## src/rtl/mmio_ctrl.sv

```systemverilog
// Memory-mapped I/O controller for the CPU MEM stage: decodes the I/O page, gates data-memory
// writes, and holds the HEX/LED registers, synchronised switch/key inputs, key capture and a timer.
module mmio_ctrl #(
  parameter int         DBITS    = 32,
  parameter logic [3:0] IO_PAGE  = 4'hF,
  parameter int         NUM_SW   = 10,
  parameter int         NUM_KEYS = 4,
  parameter int         NUM_LEDR = 10,
  parameter int         NUM_LEDG = 8,
  parameter int         HEX_BITS = 16,
  parameter int         PRESCALE = 50000
) (
  input  logic                clk,
  input  logic                reset,
  input  logic [DBITS-1:0]    dataAddr,
  input  logic [DBITS-1:0]    wrData,
  input  logic                isLoad,
  input  logic                isStore,
  input  logic [NUM_SW-1:0]   sw,
  input  logic [NUM_KEYS-1:0] key,
  output logic                dataWrtEn,
  output logic                ioRdHit,
  output logic [DBITS-1:0]    ioRdData,
  output logic [HEX_BITS-1:0] hexOut,
  output logic [NUM_LEDR-1:0] ledrOut,
  output logic [NUM_LEDG-1:0] ledgOut,
  output logic                irq
);

  localparam int PW = (PRESCALE > 1) ? $clog2(PRESCALE) : 1;
  localparam logic [PW-1:0] PRE_LAST = PW'(PRESCALE - 1);

  logic                io, ioWr;
  logic [7:0]          offset;
  logic                wrHex, wrLedr, wrLedg, wrKctrl, wrTcnt, wrTlim, wrTctrl;
  logic                keyChg, tick, tWrap;
  logic                unusedAddrBits;

  logic [HEX_BITS-1:0] hex_q, hex_d;
  logic [NUM_LEDR-1:0] ledr_q, ledr_d;
  logic [NUM_LEDG-1:0] ledg_q, ledg_d;
  logic [NUM_SW-1:0]   swSync1_q, swSync2_q;
  logic [NUM_KEYS-1:0] keySync1_q, keySync2_q, keyPrev_q;
  logic                kRdy_q, kRdy_d, kOvr_q, kOvr_d, kIe_q, kIe_d;
  logic                tRdy_q, tRdy_d, tOvr_q, tOvr_d, tIe_q, tIe_d;
  logic [DBITS-1:0]    tcnt_q, tcnt_d, tlim_q, tlim_d;
  logic [PW-1:0]       pre_q, pre_d;
  logic                irq_q, irq_d;
  logic [DBITS-1:0]    rdData;

  // A simultaneous load blocks any I/O store side effect.
  assign io        = (dataAddr[DBITS-1:DBITS-4] == IO_PAGE);
  assign dataWrtEn = isStore & ~io;
  assign ioRdHit   = isLoad & io;
  assign ioWr      = isStore & ~isLoad & io;
  assign offset    = dataAddr[7:0];
  assign unusedAddrBits = ^dataAddr[DBITS-5:8];

  assign wrHex   = ioWr && (offset == 8'h00);
  assign wrLedr  = ioWr && (offset == 8'h04);
  assign wrLedg  = ioWr && (offset == 8'h08);
  assign wrKctrl = ioWr && (offset == 8'h18);
  assign wrTcnt  = ioWr && (offset == 8'h20);
  assign wrTlim  = ioWr && (offset == 8'h24);
  assign wrTctrl = ioWr && (offset == 8'h28);

  assign keyChg = (keySync2_q != keyPrev_q);
  assign tick   = (pre_q == PRE_LAST);

  always_comb begin
    hex_d  = wrHex  ? wrData[HEX_BITS-1:0] : hex_q;
    ledr_d = wrLedr ? wrData[NUM_LEDR-1:0] : ledr_q;
    ledg_d = wrLedg ? wrData[NUM_LEDG-1:0] : ledg_q;

    // Capture events win over a same-cycle write-1-to-clear.
    kRdy_d = (kRdy_q & ~(wrKctrl & wrData[0])) | keyChg;
    kOvr_d = (kOvr_q & ~(wrKctrl & wrData[2])) | (keyChg & kRdy_q);
    kIe_d  = wrKctrl ? wrData[8] : kIe_q;

    tWrap  = 1'b0;
    tcnt_d = tcnt_q;
    tlim_d = tlim_q;
    pre_d  = tick ? '0 : pre_q + PW'(1);
    if (wrTcnt) begin
      tcnt_d = wrData;
      pre_d  = '0;
    end else if (wrTlim) begin
      tlim_d = wrData;
      tcnt_d = '0;
      pre_d  = '0;
    end else if (tick && (tlim_q != '0)) begin
      if (tcnt_q == tlim_q - DBITS'(1)) begin
        tcnt_d = '0;
        tWrap  = 1'b1;
      end else begin
        tcnt_d = tcnt_q + DBITS'(1);
      end
    end

    tRdy_d = (tRdy_q & ~(wrTctrl & wrData[0])) | tWrap;
    tOvr_d = (tOvr_q & ~(wrTctrl & wrData[2])) | (tWrap & tRdy_q);
    tIe_d  = wrTctrl ? wrData[8] : tIe_q;

    irq_d = (kRdy_d & kIe_d) | (tRdy_d & tIe_d);
  end

  always_ff @(posedge clk) begin
    if (reset) begin
      hex_q      <= '0;
      ledr_q     <= '0;
      ledg_q     <= '0;
      swSync1_q  <= '0;
      swSync2_q  <= '0;
      keySync1_q <= '0;
      keySync2_q <= '0;
      keyPrev_q  <= '0;
      kRdy_q     <= 1'b0;
      kOvr_q     <= 1'b0;
      kIe_q      <= 1'b0;
      tRdy_q     <= 1'b0;
      tOvr_q     <= 1'b0;
      tIe_q      <= 1'b0;
      tcnt_q     <= '0;
      tlim_q     <= '0;
      pre_q      <= '0;
      irq_q      <= 1'b0;
    end else begin
      hex_q      <= hex_d;
      ledr_q     <= ledr_d;
      ledg_q     <= ledg_d;
      swSync1_q  <= sw;
      swSync2_q  <= swSync1_q;
      keySync1_q <= key;
      keySync2_q <= keySync1_q;
      keyPrev_q  <= keySync2_q;
      kRdy_q     <= kRdy_d;
      kOvr_q     <= kOvr_d;
      kIe_q      <= kIe_d;
      tRdy_q     <= tRdy_d;
      tOvr_q     <= tOvr_d;
      tIe_q      <= tIe_d;
      tcnt_q     <= tcnt_d;
      tlim_q     <= tlim_d;
      pre_q      <= pre_d;
      irq_q      <= irq_d;
    end
  end

  always_comb begin
    rdData = '0;
    case (offset)
      8'h00: rdData[HEX_BITS-1:0] = hex_q;
      8'h04: rdData[NUM_LEDR-1:0] = ledr_q;
      8'h08: rdData[NUM_LEDG-1:0] = ledg_q;
      8'h10: rdData[NUM_KEYS-1:0] = keySync2_q;
      8'h14: rdData[NUM_SW-1:0]   = swSync2_q;
      8'h18: begin
        rdData[0] = kRdy_q;
        rdData[2] = kOvr_q;
        rdData[8] = kIe_q;
      end
      8'h20: rdData = tcnt_q;
      8'h24: rdData = tlim_q;
      8'h28: begin
        rdData[0] = tRdy_q;
        rdData[2] = tOvr_q;
        rdData[8] = tIe_q;
      end
      default: rdData = '0;
    endcase
  end

  assign ioRdData = rdData;
  assign hexOut   = hex_q;
  assign ledrOut  = ledr_q;
  assign ledgOut  = ledg_q;
  assign irq      = irq_q;

endmodule

```

## config.mk

```make
export PLATFORM = sky130hd
export DESIGN_NAME = mmio_ctrl
export DESIGN_NICKNAME = d
export VERILOG_FILES = /design/src/rtl/mmio_ctrl.sv
export SDC_FILE = /design/constraint.sdc
export NUM_CORES = 1
export LEC_CHECK = 0
export ABC_AREA = 1
export CORE_UTILIZATION = 45
export CTS_CLUSTER_SIZE = 8
export DETAILED_ROUTE_END_ITERATION = 8
export PLACE_DENSITY = 0.78
export SLEW_MARGIN = 20
export SYNTH_ARGS = -nofsm -noshare
export SYNTH_HDL_FRONTEND = slang
export SYNTH_SLANG_ARGS = --single-unit
```

## constraint.sdc

```tcl
create_clock -name clk -period 3.7 [get_ports clk]
set_input_delay 0.74 -clock clk [delete_from_list [all_inputs] [get_ports clk]]
set_output_delay 0.74 -clock clk [all_outputs]
set_load 0.02 [all_outputs]
```

==> results.yml <==
outcome:
  status: "finished, final reports clean"
cts:
  htree_levels: 4
  clock_sinks: 153
  cts_tree: "yes"
  clockRootBuffer: "clkbuf_16"
  clkTransAtPathRegs_ns: 0.07
  cts_buffer_depth: 2
  holdBufCountCts: 0
  cts_buffers: 17
  clk_latency_ns: 0.44
detailed_routing:
  routed_via_density: 5.48
  drt_iter0_markers: 842
  drc_errors: 0
  vias: 9774
  drtAntennaViolNets: 0
  drtPass1Iterations: 6
  wl_um: 28900
  wl_per_cell_um: 16.2
synth:
  synth.distinct_cells: 45
  ys_seq_area_share_pct: 34.4
  synth_area_leader_cell: "dfxtp_1"
  avgSynthCellArea_um2: 6.42
  synthTopCellsByArea: "dfxtp_1 34%, nand2_1 12%, nor2_1 10%, o21ai_0 6.9%, inv_1 6.6%"
  syn_nets: 1473
  synth_cells: 1388
  synth_top_area_share_pct: 34.4
  synth_enable_flop_cells: 0
  synth_ff_type: "dfxtp_1"
  synth_warnings: 0
  synth-seq-cells: 153
  synth-async-reset-ratio_pct: 0
  synth.cell_area_um2: 8910
layout:
  diodes: 0
  final_area_um2: 11200
  area_growth_pct: 25.6
  final_nets: 1591
  fin_cells: 1784
  drive_above_1_share_pct: 6.25
global_route:
  grt_max_degree: 71
  track_usage_pct: 29.0
  antenna_found_initial: 0
  grt_pass1_wl_um: 46100
  globalRouteOverflowTotal: 0
  grt_pass1_vias: 8905
pwr:
  p_sw_share_pct: 25.9
  power.share.clock_pct: 49.0
  p_switching_mw: 0.937
  pwr-share-comb_pct: 4.7
  p_leak_nw: 5.09
  power_mw: 3.62
  pwr_density_cell_nw_per_um2: 324
  p_int_mw: 2.69
  seqPwrFrac_pct: 46.3
  irDropWorstVdd_mv: 0.310
place:
  placed_area_um2: 10500
  hpwl_um: 21500
  dp.cells: 1751
  gp_congestion: 0.976
  io_buffers: 130
timing:
  setup_tns_ns: 0
  hold_viol: 0
  finalClockSkew_ns: 0.0119
  post-route-min-period_ns: 3.60
  tightest_slew_ns: 0.695
  rsz0062_at_grt: "no"
  fmax_mhz: 278
  finalSetupViolCount: 0
  hold-worst-slack_ns: 0.407
  finalCritPeriodShare_pct: 97.2
  slew_headroom_pct: 53.3
  timing_max_transition_violations_final: 0
worst_setup_path:
  start_kind: "input port"
  endpoint_kind: "primary output"
  critPathRequiredTime_ns: 2.96
  critPathMaxFanout: 17
  crit_arrival_ns: 2.86
  path_class: "in2out"
floorplan:
  die_x_um: 143
  core_um2: 19500
  start_util_pct: 45.8
  die_h_um: 143
  die_area_um2: 20400
  fp-row-count: 51
  io_pins: 151
job:
  maxCapViolations: 0
min_path:
  hp-class: "reg2reg"
-- kinds of logic (layout without fill, tap and decap cells) --
group	count (synthesis)	in the layout	synth area share, %
xor gates and xnor gates	52	52	5.11
buffers and inverters	216	347	9.55
AOI/OAI and AO/OA	287	287	17.6
and+or+nand+nor	676	676	32.8
DFF	153	153	34.4
muxes	1	1	0.112
adders and majority gates	3	3	0.421
-- cells in the mapped netlist (all sizes together), types with 2 or more instances --
master,n
nand4,26
nor3,29
or2,5
a22o,2
o2111ai,2
nand3,52
o221ai,4
clkbuf,41
o21ai,124
o22ai,13
nor2,254
o211ai,5
a221oi,12
inv,159
ha,3
xor2,32
clkinv,2
a21oi,116
dfxtp,153
nor4,6
buf,14
o21bai,4
a31oi,2
xnor2,20
nand2,291
nor3b,4
nand3b,9
-- per-layer routing --
| layer | vias up | wire length [um] | GRT usage, % |
|---|---|---|---|
| met5 | - | 0 | 0 |
| met3 | 53 | 2400 | 4.83 |
| li1 | 4764 | - | - |
| met4 | 0 | 606 | 9.05 |
| met1 | 4500 | 12700 | 38.5 |
| met2 | 457 | 13200 | 48.0 |
-- what timing repair did --
| action | 4_1_cts | 5_1_grt |
|---|---|---|
| setup endpoints to repair | 0 | 24 |
| resized for setup | 0 | 23 |
| buffers inserted | 0 | 1 |
-- layout make-up --
| type | count | area [um2] |
|---|---|---|
| clock buffer | 18 | 439 |
| multi-input combinational | 1019 | 5000 |
| sequential | 153 | 3060 |
| inverter | 161 | 604 |
| timing repair buffer | 154 | 1590 |
| fill | 1848 | 8270 |
| tap | 265 | 332 |
| clock inverter | 14 | 166 |
-- state kept, by name, summed over array words and instances (netlist names) --
name / count
hexOut: 16
irq: 1
kIe_q: 1
kOvr_q: 1
kRdy_q: 1
keyPrev_q: 4
keySync1_q: 4
keySync2_q: 4
ledgOut: 8
ledrOut: 10
pre_q: 16
swSync1_q: 10
swSync2_q: 10
tIe_q: 1
tOvr_q: 1
tRdy_q: 1
tcnt_q: 32
tlim_q: 32
-- power groups by stage --
stage               clock network, mW  registers, mW  logic [mW]
floorplan                           0           1.71      0.0681
global placement                    0           1.71       0.167
detailed placement                  0           1.71       0.170
CTS                              1.78           1.68       0.170
global route                     1.86           1.68       0.187
finish                           1.78           1.68       0.172
-- through the flow --
| stage | util [%] | setup WS [ns] |
|---|---|---|
| after floorplan | - | 0.845 |
| after detailed placement | 54.1 | 0.0248 |
| after global placement | 54.1 | 0.0124 |
| final | 57.5 | 0.103 |
| after global routing | 57.5 | 0.00488 |
| after CTS | 57.2 | 0.0291 |
-- critical path, cell delays in order --
cell and delay [ns]:
clkdlybuf4s50_1 0.40, nor2_1 0.14, buf_4 0.14, nand3_1 0.10
nor2_1 0.17, inv_1 0.11, buf_4 0.22, o22ai_1 0.18
clkdlybuf4s50_1 0.64
-- final timing paths --
| path | cells after the start | end | slack [ns] | from |
|---|---|---|---|---|
| max reg2reg | 10 | tcnt_q[9] | 0.86 | tlim_q[0] |
| min reg2reg | 2 | swSync2_q[1] | 0.41 | swSync1_q[1] |
| max | 9 | ioRdData[21] | 0.10 | dataAddr[1] |
| min | 2 | swSync2_q[1] | 0.41 | swSync1_q[1] |
-- cell usage in the layout (no fill, tap or decap), types with 5 or more instances in the layout --
cell type	Yosys	routed
nand2_1	284	283
nor2_1	238	238
inv_1	157	156
dfxtp_1	153	153
o21ai_0	122	122
a21oi_1	116	116
clkdlybuf4s50_1	0	107
nand3_1	51	51
xor2_1	32	32
nand4_1	26	26
nor3_1	25	25
dlymetal6s2s_1	0	23
xnor2_1	20	20
buf_4	0	20
clkbuf_16	0	17
o22ai_1	13	13
a221oi_1	12	12
nand3b_1	9	9
nor2_2	8	8
nand2_2	6	7
nor2_4	7	7
nor4_1	6	6
inv_8	0	6
o211ai_1	5	5
(Power assumes the default switching activity.)
